File: config.mk
export PLATFORM = sky130hd
export DESIGN_NAME = prim_cnt_phase_ctrl
export DESIGN_NICKNAME = d
export VERILOG_FILES = /design/src/rtl/prim_cnt_phase_ctrl.sv
export SDC_FILE = /design/constraint.sdc
export NUM_CORES = 1
export LEC_CHECK = 0
export ABC_AREA = 1
export ABC_CLOCK_PERIOD_IN_PS = 2029
export CAP_MARGIN = 20
export CELL_PAD_IN_SITES_DETAIL_PLACEMENT = 1
export CELL_PAD_IN_SITES_GLOBAL_PLACEMENT = 2
export CORE_AREA = 10 10 123 125
export CTS_CLUSTER_DIAMETER = 30
export DETAILED_ROUTE_END_ITERATION = 12
export DIE_AREA = 0 0 133 135
export PLACE_DENSITY = 0.83
export SYNTH_ARGS = -nofsm -noshare
export SYNTH_HDL_FRONTEND = slang
export SYNTH_SLANG_ARGS = --single-unit
File: constraint.sdc
create_clock -name clk_i -period 2.03 [get_ports clk_i]
set_input_delay 0.3045 -clock clk_i [delete_from_list [all_inputs] [get_ports clk_i]]
set_output_delay 0.3045 -clock clk_i [all_outputs]
set_load 0.02 [all_outputs]
File: src/rtl/prim_cnt_phase_ctrl.sv
// Multi-phase escalation timer controller: sequences an external cross-counter
// through NumPhases timeout phases, pulsing expire_o per phase and ending in TERM.
module prim_cnt_phase_ctrl #(
  parameter int Width     = 16,
  parameter int NumPhases = 4,
  localparam int PhW      = $clog2(NumPhases)
) (
  input  logic                       clk_i,
  input  logic                       rst_i,
  input  logic                       start_i,
  input  logic                       clr_i,
  input  logic                       pause_i,
  input  logic [NumPhases*Width-1:0] phase_cyc_i,
  output logic                       active_o,
  output logic [PhW-1:0]             phase_o,
  output logic                       expire_o,
  output logic                       done_o,
  output logic                       err_o,
  output logic                       cnt_clr_o,
  output logic                       cnt_set_o,
  output logic [Width-1:0]           cnt_set_val_o,
  output logic                       cnt_decr_o,
  output logic [Width-1:0]           cnt_step_o,
  output logic                       cnt_commit_o,
  input  logic [Width-1:0]           cnt_i,
  input  logic                       cnt_err_i
);

  // Codewords are pairwise at Hamming distance >= 3.
  typedef enum logic [4:0] {
    IDLE  = 5'b01011,
    PHASE = 5'b10101,
    TERM  = 5'b11110,
    ERROR = 5'b00000
  } state_e;

  // Held as raw bits so that any corrupted value is representable and decodes to ERROR.
  logic [4:0]     state_q;
  state_e         state_d;
  logic [PhW-1:0] phase_q, phase_d, phase_nxt;
  logic           expire_d;
  logic [Width-1:0] phase_len [2**PhW];

  for (genvar k = 0; k < 2**PhW; k++) begin : g_len
    if (k < NumPhases) begin : g_in
      assign phase_len[k] = phase_cyc_i[k*Width +: Width];
    end else begin : g_pad
      assign phase_len[k] = '0;
    end
  end

  assign phase_nxt  = phase_q + PhW'(1);
  assign cnt_step_o = Width'(1);

  always_comb begin
    state_d       = ERROR;
    phase_d       = phase_q;
    expire_d      = 1'b0;
    cnt_clr_o     = 1'b0;
    cnt_set_o     = 1'b0;
    cnt_set_val_o = '0;
    cnt_decr_o    = 1'b0;
    cnt_commit_o  = 1'b0;
    case (state_q)
      IDLE: begin
        state_d      = IDLE;
        cnt_commit_o = 1'b1;
        if (start_i && !clr_i) begin
          cnt_set_o     = 1'b1;
          cnt_set_val_o = phase_len[0];
          phase_d       = '0;
          state_d       = PHASE;
        end else begin
          cnt_clr_o = 1'b1;
        end
      end
      PHASE: begin
        state_d = PHASE;
        if (clr_i) begin
          cnt_clr_o    = 1'b1;
          cnt_commit_o = 1'b1;
          phase_d      = '0;
          state_d      = IDLE;
        end else if (!pause_i) begin
          cnt_commit_o = 1'b1;
          if (cnt_i != '0) begin
            cnt_decr_o = 1'b1;
          end else begin
            expire_d = 1'b1;
            if (phase_q != PhW'(NumPhases-1)) begin
              cnt_set_o     = 1'b1;
              cnt_set_val_o = phase_len[phase_nxt];
              phase_d       = phase_nxt;
            end else begin
              cnt_clr_o = 1'b1;
              state_d   = TERM;
            end
          end
        end
      end
      TERM: begin
        state_d      = TERM;
        cnt_clr_o    = 1'b1;
        cnt_commit_o = 1'b1;
        if (clr_i) begin
          phase_d = '0;
          state_d = IDLE;
        end
      end
      default: ;
    endcase
    // A corrupted counter must not be driven any further.
    if (cnt_err_i) begin
      state_d       = ERROR;
      phase_d       = phase_q;
      expire_d      = 1'b0;
      cnt_clr_o     = 1'b0;
      cnt_set_o     = 1'b0;
      cnt_set_val_o = '0;
      cnt_decr_o    = 1'b0;
      cnt_commit_o  = 1'b0;
    end
  end

  always_ff @(posedge clk_i) begin
    if (rst_i) begin
      state_q  <= IDLE;
      phase_q  <= '0;
      active_o <= 1'b0;
      done_o   <= 1'b0;
      expire_o <= 1'b0;
      err_o    <= 1'b0;
      phase_o  <= '0;
    end else begin
      state_q <= state_d;
      phase_q <= phase_d;
      if (state_d == ERROR) begin
        err_o <= 1'b1;
      end else begin
        active_o <= (state_d == PHASE);
        done_o   <= (state_d == TERM);
        expire_o <= expire_d;
        // During the expiry pulse report the phase that just ended.
        phase_o  <= expire_d ? phase_q : phase_d;
      end
    end
  end

endmodule

# --- Yosys cells after proc, flatten, opt, wreduce, memory -nomap -nowiden ---
# Index checks and enable logic that the tools add are counted.
op_classes:
  n_addsub: 1
  bitwise_logic: 1
  eq_ne: 6
  n_reduce_logical: 5
  n_lt_le_gt_ge: 1
  muxes: 55
ops:
  columns: ["operator", "count"]
  rows:
  - ["2-to-1 mux 16 bit", 8]
  - ["binary-select mux 16 bit (select 2 bit)", 1]
  - ["one-hot mux 16 bit (2 select lines)", 1]
  - ["2-to-1 mux 1 bit", 25]
  - ["== test 5 bit (second input constant)", 4]
  - ["2-to-1 mux 5 bit", 4]
  - ["2-to-1 mux 2 bit", 8]
  - ["nonzero test 16 bit", 1]
  - ["one-hot mux 5 bit (3 select lines)", 1]
  - ["2-to-1 mux 4 bit", 3]
  - ["one-hot mux 2 bit (3 select lines)", 1]
  - ["== test 5 x 4 -> 1 bit (second input constant)", 1]
  - ["logical NOT 5 bit", 1]
  - ["one-hot mux 1 bit (2 select lines)", 2]
  - ["greater-or-equal comparator 3 bit (second input constant)", 1]
  - ["inverter 2 -> 3 bit", 1]
  - ["one-hot mux 1 bit (3 select lines)", 1]
  - ["adder 2 x 1 -> 2 bit (second input constant)", 1]
  - ["inequality test 2 bit (second input constant)", 1]
  - ["OR reduction 2 bit", 1]
  - ["logical AND 1 bit", 1]
  - ["logical NOT 1 bit", 1]
word_totals:
  output_inout_bits: 42
  reg_bits: 13
  word_cells: 76

# --- Depth between registers and ports, before layout ---
depth:
  ltp_word: 11
  mapped_depth: 10
  ltp_nobuf: 10

# --- Worst setup path after synthesis ---
# Ideal clock, no wire load.
synth_path:
  path_kind: "flip-flop to output port"
  startpoint: "register phase_q[0]"
  endpoint: "output port cnt_set_val_o[2]"
  path_slack_ps: -364
  stages_incl_launch_ff: 9
  arrival_ps: 2090
  required_time_ps: 1725
  path_cell_list: "dfxtp_1 > buf_2 > inv_1 > clkbuf_1 > ha_1 > clkbuf_1 > o32ai_1 > nand2_1 > a21oi_1"
synth_via:
  elab_chain_len: 11
synth_rtl:
  columns: ["element", "line", "rtl"]
  rows:
  - ["start, declared", "40", "logic [PhW-1:0] phase_q, phase_d, phase_nxt;"]
  - ["start signal, assigned", "136", "phase_q <= phase_d;"]
  - ["adder 2 x 1 -> 2 bit", "52", "assign phase_nxt = phase_q + PhW'(1);"]
  - ["inverter 2 -> 3 bit (implied by the code)", "92", "cnt_set_val_o = phase_len[phase_nxt];"]
  - ["binary-select mux 16 bit (select 2 bit)", "92", null]
  - ["2-to-1 mux 16 bit (implied by the code) (2 in a row)", "92", null]
  - ["2-to-1 mux 16 bit (*)", "90", "if (phase_q != PhW'(NumPhases-1)) begin"]
  - ["2-to-1 mux 16 bit (*)", "86", "if (cnt_i != '0) begin"]
  - ["2-to-1 mux 16 bit (*)", "84", "end else if (!pause_i) begin"]
  - ["2-to-1 mux 16 bit (*)", "79", "if (clr_i) begin"]
  - ["one-hot mux 16 bit (2 select lines) (*)", "64", "case (state_q)"]
  - ["2-to-1 mux 16 bit (*)", "113", "if (cnt_err_i) begin"]
  - ["end, declared", "21", "output logic [Width-1:0] cnt_set_val_o,"]
# Every way passes the cells marked *; elsewhere a longest branch is shown, timed or not. The select of a mux whose other input is x is not followed.

# --- Final worst setup path ---
layout_path:
  startpoint: "register state_q[3]"
  endpoint: "output port cnt_set_val_o[4]"
layout_via:
  elab_chain_len: 3
layout_rtl:
  columns: ["element", "line", "rtl"]
  rows:
  - ["start, declared", "38", "logic [4:0] state_q;"]
  - ["start signal, assigned", "135", "state_q <= state_d;"]
  - ["== test 5 bit / == test 5 x 4 -> 1 bit (equally long branches)", "64", null]
  - ["one-hot mux 16 bit (2 select lines) (*)", "64", null]
  - ["2-to-1 mux 16 bit (*)", "113", null]
# Every way passes the cells marked *; elsewhere a longest branch is shown, timed or not.

==> results.sh <==
export IMPL_start_util_pct=11.9
export IMPL_rsz0062_at_grt="yes"
export IMPL_die_h_um=135
export IMPL_min_period_over_period_pct=105
export IMPL_endpoint_kind="output pin"
export IMPL_critPathLaunchType="flip-flop"
export IMPL_outcome="finished with violations"
export IMPL_drv_cap=0
export IMPL_hold_violations=0
export IMPL_coreArea_um2=12600
export IMPL_first_pass_iters=4
export IMPL_numCtsBuffers=3
export IMPL_whs_ns=0.473
export IMPL_die_area_um2=18000
export IMPL_grt_use_total_pct=9.52
export IMPL_cts_sinks=11
export IMPL_vias=2363
export IMPL_hold_path_class="reg2reg"
export IMPL_cts_htree_levels=1
export IMPL_syn_cell_area_um2=1490
export IMPL_cts_root_buf="clkbuf_16"
export IMPL_routed_via_density=3.96
export IMPL_hpwl_mm=6.69
export IMPL_globalplace_congestion=0.729
export IMPL_clk_latency_ns=0.24
export IMPL_drtAntennaViolNets=0
export IMPL_violations="negative setup slack"
export IMPL_drc=0
export IMPL_dieWidth_um=133
export IMPL_ys_seq_elements=11
export IMPL_irDropWorstVdd_mv=0.300
export IMPL_dp_cells=564
export IMPL_clock_path_buffers=2
export IMPL_fin_crit_ns=2.13
export IMPL_p_per_area_nw_per_um2=267
export IMPL_layout_drive_gt1_share_pct=37.5
export IMPL_cts_hold_buf=0
export IMPL_total_power_mw=0.978
export IMPL_max_freq_mhz=470
export IMPL_drt_initial_drc_count=44
export IMPL_yosysSeqAreaShare_pct=14.8
export IMPL_required_ns=1.73
export IMPL_slew_viol_final=0
export IMPL_setup_viol=16
export IMPL_cts_tree="done"
export IMPL_path_class="reg2out"
export IMPL_antenna_found_initial=0
export IMPL_finalNetCount=514
export IMPL_skew_ns=0.000777
export IMPL_wl_mm=8.90
export IMPL_worstPathMaxFanout=4
export IMPL_synth_avg_cell_area_um2=5.52
export IMPL_pin_count=128
export IMPL_p_leak_nw=1.52
export IMPL_worstPathCellList="inv_2, nand3_4, nor2_4, inv_2, nor4_4, buf_4, buf_16, buf_6, nand2_4, a21oi_4, buf_6"
export IMPL_routedWlPerCell_um=14.9
export IMPL_diodes=0
export IMPL_synthCells=270
export IMPL_critPathSlowestCell="dfxtp_2"
export IMPL_ys_warn_count=0
export IMPL_port_buffers=111
export IMPL_final_cell_count_no_fill=596
export IMPL_syn2layout_area_growth_pct=146
export IMPL_grt_pass1_wl_mm=13.9
export IMPL_fillers=1546
export IMPL_arrival_ns=1.82
export IMPL_cp_slowest_stage_delay_ns=0.32
export IMPL_overflow=0
export IMPL_synth_distinct_cells=27
export IMPL_setup_ws_ns=-0.0978
export IMPL_row_count=41
export IMPL_clk_pin_slew_ns=0.04
export IMPL_grt_pass1_vias=2657
export IMPL_grt_max_degree=33
==> power breakdown <==
part           internal [mW]  leakage, nW  switching (mW)
Combinational          0.223         1.39           0.163
Sequential             0.228       0.0917         0.00667
Clock                  0.263       0.0382          0.0942
Total                  0.714         1.52           0.264
==> cells by family (layout without fill, tap and decap cells) <==
logic type,count (synthesis),count (layout),synth area share (%)
compound gates,63,63,25.7
fa+ha+maj,3,3,2.52
buf+inv,52,192,17.7
flops,11,11,14.8
other cells,2,16,0.504
simple gates,139,139,38.8
==> routing by layer <==
layer | global-route usage [%] | share of wire, % | up-vias
li1 | - | - | 1175
met1 | 10.2 | 41 | 1105
met2 | 18.1 | 53 | 79
met3 | 2.82 | 6.0 | 4
met4 | 1.53 | 0.42 | 0
met5 | 0 | 0 | -
==> cell type report <==
type	count	area (um2)	area share [%]
repair buffers	166	1600	43.6
multi-input cells	221	1460	39.9
clock buffers	4	78.8	2.15
inverters	22	82.6	2.25
flip-flops and latches	11	226	6.18
well taps	172	215	5.87
==> placed cells by master, fill, tap and decap left out, types with 2 or more instances in the layout <==
cell type and instances:
clkbuf_16 3, nor2_2 6, clkdlybuf4s50_1 73, nand2_1 35
ha_4 2, buf_6 23, a21oi_1 6, a21oi_2 12
o32ai_4 7, dfxtp_2 5, inv_1 18, buf_4 42
o21ai_0 18, conb_1 16, o32ai_1 2, nand2_2 7
nand3_1 7, nor2_1 66, nand2_4 8, dfxtp_1 6
clkbuf_2 16, buf_12 7, inv_2 4, a21oi_4 4
o32ai_2 7, o21ai_1 3, nand4_1 5
==> what timing repair did <==
action                                  in CTS  in global routing
gates cloned                                 2                  0
buffers inserted                            25                  4
endpoints found under the setup margin      20                 21
pin swaps                                   27                 31
gates resized for setup                    172                 63
==> flip-flops by register name, indices dropped and copies added (netlist names) <==
name	flops
state_q	3
phase_o	2
phase_q	2
active_o	1
done_o	1
expire_o	1
err_o	1
==> synthesized netlist by cell type (all sizes together) <==
library cell  count  area (um2)
a21oi            22         110
nor3              1        5.00
nand2            50         188
a21boi            1        7.51
nor2             73         282
nand3b            1        7.51
a31oi             1        6.26
o32ai            16         140
clkbuf            9        33.8
conb              2        7.51
a2111oi           1        8.76
buf              21         148
inv              21        78.8
nand4             5        31.3
ha                3        37.5
nor4              1        21.3
dfxtp            11         220
o21ai            22         110
nand3             8        45.0
clkinv            1        3.75
==> metrics by stage <==
stage               instance area [um2]  utilization [%]  worst slack [ns]  TNS [ns]
CTS                                3590             28.6            -0.173     -2.19
global route                       3670             29.2            -0.206     -2.42
floorplan                          1660                -          -0.00303  -0.00303
finish                             3670             29.2           -0.0978    -0.858
detailed placement                 3040             24.2            -0.734    -12.98
global placement                   3040             24.2            -0.699    -12.44
==> critical path: cells and delay by family, from the launching register on <==
kind | cells | cell delay, ns
compound gates | 1 | 0.12
buf+inv | 6 | 0.69
simple gates | 4 | 0.46
flops | 1 | 0.32
==> final timing paths <==
kind	endpoint	slack (ns)	cells past startpoint	start
hold / removal	active_o	0.47	2	active_o
hold reg to reg	active_o	0.47	2	active_o
setup reg to reg	state_q[3]	0.21	14	phase_q[1]
setup / recovery	cnt_set_val_o[4]	-0.1	11	state_q[3]
(Power assumes the default switching activity.)
==> RTL change 1, RTL diff (same settings) <==
Register the output `cnt_clr_o`, with the module's reset; this adds one clock of latency there. The other outputs are not delayed to match.
--- a/src/rtl/prim_cnt_phase_ctrl.sv
+++ b/src/rtl/prim_cnt_phase_ctrl.sv
@@ -34,6 +34,8 @@
     ERROR = 5'b00000
   } state_e;
 
+  logic cnt_clr_d;
+
   // Held as raw bits so that any corrupted value is representable and decodes to ERROR.
   logic [4:0]     state_q;
   state_e         state_d;
@@ -56,7 +58,7 @@
     state_d       = ERROR;
     phase_d       = phase_q;
     expire_d      = 1'b0;
-    cnt_clr_o     = 1'b0;
+    cnt_clr_d     = 1'b0;
     cnt_set_o     = 1'b0;
     cnt_set_val_o = '0;
     cnt_decr_o    = 1'b0;
@@ -71,13 +73,13 @@
           phase_d       = '0;
           state_d       = PHASE;
         end else begin
-          cnt_clr_o = 1'b1;
+          cnt_clr_d = 1'b1;
         end
       end
       PHASE: begin
         state_d = PHASE;
         if (clr_i) begin
-          cnt_clr_o    = 1'b1;
+          cnt_clr_d    = 1'b1;
           cnt_commit_o = 1'b1;
           phase_d      = '0;
           state_d      = IDLE;
@@ -92,7 +94,7 @@
               cnt_set_val_o = phase_len[phase_nxt];
               phase_d       = phase_nxt;
             end else begin
-              cnt_clr_o = 1'b1;
+              cnt_clr_d = 1'b1;
               state_d   = TERM;
             end
           end
@@ -100,7 +102,7 @@
       end
       TERM: begin
         state_d      = TERM;
-        cnt_clr_o    = 1'b1;
+        cnt_clr_d    = 1'b1;
         cnt_commit_o = 1'b1;
         if (clr_i) begin
           phase_d = '0;
@@ -114,7 +116,7 @@
       state_d       = ERROR;
       phase_d       = phase_q;
       expire_d      = 1'b0;
-      cnt_clr_o     = 1'b0;
+      cnt_clr_d     = 1'b0;
       cnt_set_o     = 1'b0;
       cnt_set_val_o = '0;
       cnt_decr_o    = 1'b0;
@@ -146,5 +148,13 @@
     end
   end
 
+  always_ff @(posedge clk_i) begin
+    if (rst_i) begin
+      cnt_clr_o <= '0;
+    end else begin
+      cnt_clr_o <= cnt_clr_d;
+    end
+  end
+
 endmodule
 
Formal check against the unedited RTL: not equivalent (Yosys sat finds a counterexample within 4 cycles, from zero or initial values and one cycle with rst_i high).
==> RTL change 1 against the original RTL <==
The run still ends with negative setup slack left. Sequential cell count is 1 higher. Area after synthesis is 8.0% higher. Sequential power is 9.4% higher. Maximum frequency is 4.2% higher. Count of clock-buffer cells in the layout stayed put. Wire length is 7.3% higher. Setup slack better by 87 ps. Design area is 0.78% higher. First-iteration DRC count is 27% lower. Non-clock buffer count is 8 lower. Total power is 8.9% higher. Critical path type unchanged. Largest power group unchanged.
==> RTL change 1: results (changes against the original RTL) <==
** Status
- Outcome :: finished with violations
- Failing checks :: negative setup slack

** Yosys
- Most frequent cells after synthesis :: 75 x sky130_fd_sc_hd__nor2_1, 35 x sky130_fd_sc_hd__nand2_1, 23 x sky130_fd_sc_hd__o21ai_0, 16 x sky130_fd_sc_hd__buf_4, 16 x sky130_fd_sc_hd__o32ai_1
- The sequential share of the synthesized area is 14.9% (+0.15 points).
- The number of distinct library cell variants in the gate-level netlist after synthesis was 32 (+19%).
- By area the synthesized netlist is led by sky130_fd_sc_hd__nor2_1 17%, sky130_fd_sc_hd__dfxtp_1 15%, sky130_fd_sc_hd__o32ai_1 8.7%.
- The cell count after synthesis is 263 (-2.6%).
- Number of warnings reported in the yosys synthesis log :: 0 (unchanged)

** STA
- Setup TNS :: -20.1 ps (+838 ps)
- Fin Hold WS :: 469 ps (-4.38 ps)
- Setup WS post-layout :: -11.1 ps (+86.7 ps)
- Total setup violations reported at the end of the flow :: 4 (-12)
- The worst clock skew on the final layout was 0.402 ps (-0.375 ps).

** Clock network
- Depth of the CTS H-tree :: 1 (unchanged)

** Worst setup path
- In this design, the stage delay of the slowest critical-path cell is around 330 ps.
- Critical-path maximum fanout :: 7 (+3)
- Critical Path Sink :: cnt_set_val_o[12]
- The register-to-register setup slack was 480 ps (+270 ps).
- In this run the critical register-to-register path is captured at phase_o[0].
- R2r worst-path depth :: 11 (-3)
- The arrival time of the worst setup path was 1740 ps (-80 ps).
- Cell family contributing the most delay on the critical path :: buffers and inverters
- Startpoint of the lowest-slack register-to-register path :: state_q[2]
- Tracing the worst setup path back leads to its startpoint at phase_q[0].

** Placement
- The post-detailed-placement half-perimeter wirelength is 7.24 mm (+8.1%).
- Instance area after placement :: 3220 um^2 (+5.8%)
- The number of cells in the design after placement was 568 (+0.71%).
- The final estimated routing congestion in global placement is 0.727 (-0.26%).
- The pre-CTS setup slack came to -679 ps (+54.7 ps).

** Global route
- Met2 Use GR :: 17.3% (-0.80 points)
- The global routing usage on met3 was 2.00% (-0.82 points).
- The maximum number of pins on one net before global-route repair is 22 (-33%).
- The total track usage is 9.65% (+0.13 points).
- Vias in the first global route :: 2651 (-0.23%)
- Global Route met1 Usage :: 11.7% (+1.5 points)
- First-pass GRT wire length :: 14.2 mm (+2.7%)

** Routing
- Number of DRC markers in iteration 0 :: 32 (-27%)
- The routed metal-1 wire length is 4.28 mm (+18%).
- Routed WL per cell :: 16.5 um (+10%)
- Via total after detailed routing :: 2348 (-0.63%)
- Amount of wire on met2 after detailed routing :: 4.73 mm (+0.40%)
- The detailed-route vias per instance is 4.05 (+2.1%).
- The wire length on met3 came to 488 um (-8.8%).

** Power
- Leakage power summed over all cells :: 1.48 nW (-2.2%)
- The worst IR drop on VDD is 174 uV (-42%).
- Sw Pwr :: 0.000285 W (+8.2%)

** Layout
- Fraction of final layout cells with drive strength greater than 1 :: 38.7% (+1.2 points)
- Final layout net count :: 498 (-3.1%)
[RTL change 1: changes by cell type after synthesis, moves of 6 or more]
cell	change
sky130_fd_sc_hd__a21oi_1	-17
sky130_fd_sc_hd__nand2_1	-15
sky130_fd_sc_hd__a22oi_1	+8
sky130_fd_sc_hd__a22oi_2	+8
sky130_fd_sc_hd__nor2_2	+6
[RTL change 1: logic make-up after synthesis]
| logic type | synth area share [%] |
|---|---|
| DFF | 14.9 |
| AOI/OAI and AO/OA | 29.3 |
| other | 0.466 |
| adders and majority gates | 2.33 |
| and+or+nand+nor | 36.9 |
| buffers and inverters | 16.1 |
[RTL change 1: power groups by stage]
| stage | sequential (W) | combinational (W) | clock, W |
|---|---|---|---|
| floorplan | 0.000267 | 0.000146 | 0 |
| global placement | 0.000258 | 0.000385 | 0 |
| detailed placement | 0.000258 | 0.000389 | 0 |
| CTS | 0.000254 | 0.000393 | 0.000404 |
| global route | 0.000257 | 0.000440 | 0.000421 |
| finish | 0.000256 | 0.000409 | 0.000400 |
[RTL change 1: tightest hold or removal path: stages, from the launching register on]
cell and delay, ps:
sky130_fd_sc_hd__dfxtp_1 300, sky130_fd_sc_hd__nand2_1 60, sky130_fd_sc_hd__a21oi_1 50
[RTL change 1: area by class of cell]
cell class | instances | area (um^2)
Fill cell | 1497 | 8870
Timing Repair Buffer | 158 | 1550
Multi-Input combinational cell | 217 | 1530
Sequential cell | 12 | 245
Tap cell | 172 | 215
Clock buffer | 4 | 88.8
Inverter | 17 | 66.3
[RTL change 1: what timing repair did]
item,CTS,global route
setup buffers,3,1
endpoints found under the setup margin,19,18
gates cloned,1,3
resized for setup,168,63
pin swaps,27,42
hold endpoints to repair,0,0
==> RTL change 2, RTL diff (same settings) <==
Made on the original files. The parameter `NumPhases` goes from 4 to 8.
--- a/src/rtl/prim_cnt_phase_ctrl.sv
+++ b/src/rtl/prim_cnt_phase_ctrl.sv
@@ -2,7 +2,7 @@
 // through NumPhases timeout phases, pulsing expire_o per phase and ending in TERM.
 module prim_cnt_phase_ctrl #(
   parameter int Width     = 16,
-  parameter int NumPhases = 4,
+  parameter int NumPhases = 8,
   localparam int PhW      = $clog2(NumPhases)
 ) (
   input  logic                       clk_i,
Interface: changed (resized phase_cyc_i and phase_o); port bits go from 128 to 193. The function was not compared with the original's and may differ.
==> RTL change 2 against the original RTL <==
The flow still finishes with violations (negative setup slack). Clock skew rose by 1.4 ps. Via count increased by 62%. Setup slack worse by 140 ps. Area after synthesis increased by 58%. Total power up 26%. Global-route usage increased by 6.1 points. Sequential cell count rose by 2. Die area unchanged. Wire length increased by 65%. Design area up 45%. Critical endpoint is now cnt_set_val_o[9].
==> RTL change 2: results (changes against the original RTL) <==
** Status
- The run finished, with violations left.
- Failing checks :: negative setup slack

** Global route
- First-pass GRT wire length :: 23.0 mm (+66%)
- Global Route met1 Usage :: 18.7% (+8.5 points)
- The number of global-route vias before repair is 4257 (+60%).
- The total track usage was 15.6% (+6.1 points).
- Pin count of the biggest net entering global routing :: 29 (-12%)

** Worst setup path
- Critical Path Sink :: cnt_set_val_o[9]
- Critical-path maximum fanout :: 7 (+3)
- The arrival time of the worst setup path came to 1960 ps (+140 ps).
- The worst reg-to-reg path cell count came to 10 (-4).
- The startpoint identified for the worst register-to-register timing path is state_q[0].
- Reg-to-Reg End :: done_o

** Power
- The sequential cell fraction of total power was 22.4% (-1.6 points).
- Sw frac :: 28.3% (+1.3 points)
- The net load switching power came to 0.000349 W (+32%).

** Routing
- The wire length on met3 was 701 um (+31%).
- Routed metal-1 wirelength :: 6.43 mm (+78%)
- The routed length on met2 is 7.44 mm (+58%).
- Via total after detailed routing :: 3833 (+62%)
- Number of vias per cell after detailed routing :: 4.65 (+17%)

** Yosys
- Part of the Yosys area used for sequential elements :: 11.0% (-3.7 points)
- By area the synthesized netlist is led by sky130_fd_sc_hd__o21ai_0 15%, sky130_fd_sc_hd__nor2_1 13%, sky130_fd_sc_hd__nand2_1 12%.
- The number of distinct library cell variants in the gate-level netlist after synthesis is 33 (+22%).
- The commonest cells after synthesis are 79 x sky130_fd_sc_hd__nor2_1, 78 x sky130_fd_sc_hd__nand2_1, 70 x sky130_fd_sc_hd__o21ai_0, 40 x sky130_fd_sc_hd__nand3_1, 32 x sky130_fd_sc_hd__o22ai_1.
- The synthesized-area fraction occupied by ao, oa, aoi and oai cells was 30.0% (+4.3 points).

** STA
- The final total negative setup slack was -2630 ps (-1770 ps).
- Layout Skew :: 2.23 ps (+1.45 ps)
- The count of final setup violators is 16 (unchanged).
- Setup WS post-layout :: -234 ps (-136 ps)
- Fin Hold WS :: 468 ps (-5.03 ps)

** Placement
- The instance area after placement came to 4740 um^2 (+56%).
- The post-detailed-placement half-perimeter wirelength is 12.0 mm (+80%).
- The pre-CTS setup slack came to -693 ps (+40.7 ps).

** Layout
- The number of filler cells placed in the layout is 1612 (+4.3%).
- Compared with the post-synthesis result, the final layout area differs by 124%.

** Clock network
- Post-cts repair resize count :: 169 (-1.7%)
- The number of buffers inserted to repair setup after CTS is 10 (-60%).
## RTL change 2: cell types whose count changed after synthesis, moves of 4 or more
cell | unedited run | this run
sky130_fd_sc_hd__buf_2 | 1 | 9
sky130_fd_sc_hd__inv_2 | 1 | 7
sky130_fd_sc_hd__nand2_1 | 50 | 78
sky130_fd_sc_hd__a21oi_1 | 22 | 26
sky130_fd_sc_hd__nand3_1 | 7 | 40
sky130_fd_sc_hd__inv_1 | 20 | 16
sky130_fd_sc_hd__o22ai_1 | 0 | 32
sky130_fd_sc_hd__o21ai_0 | 21 | 70
sky130_fd_sc_hd__o32ai_1 | 16 | 0
sky130_fd_sc_hd__nor2_1 | 72 | 79
## RTL change 2: area by class of cell
cell class	count	share of cell area, %
repair buffers	244	46.4
multi-input cells	367	41.1
flip-flops and latches	13	4.96
well taps	172	4.06
inverters	24	1.94
clock buffers	4	1.49
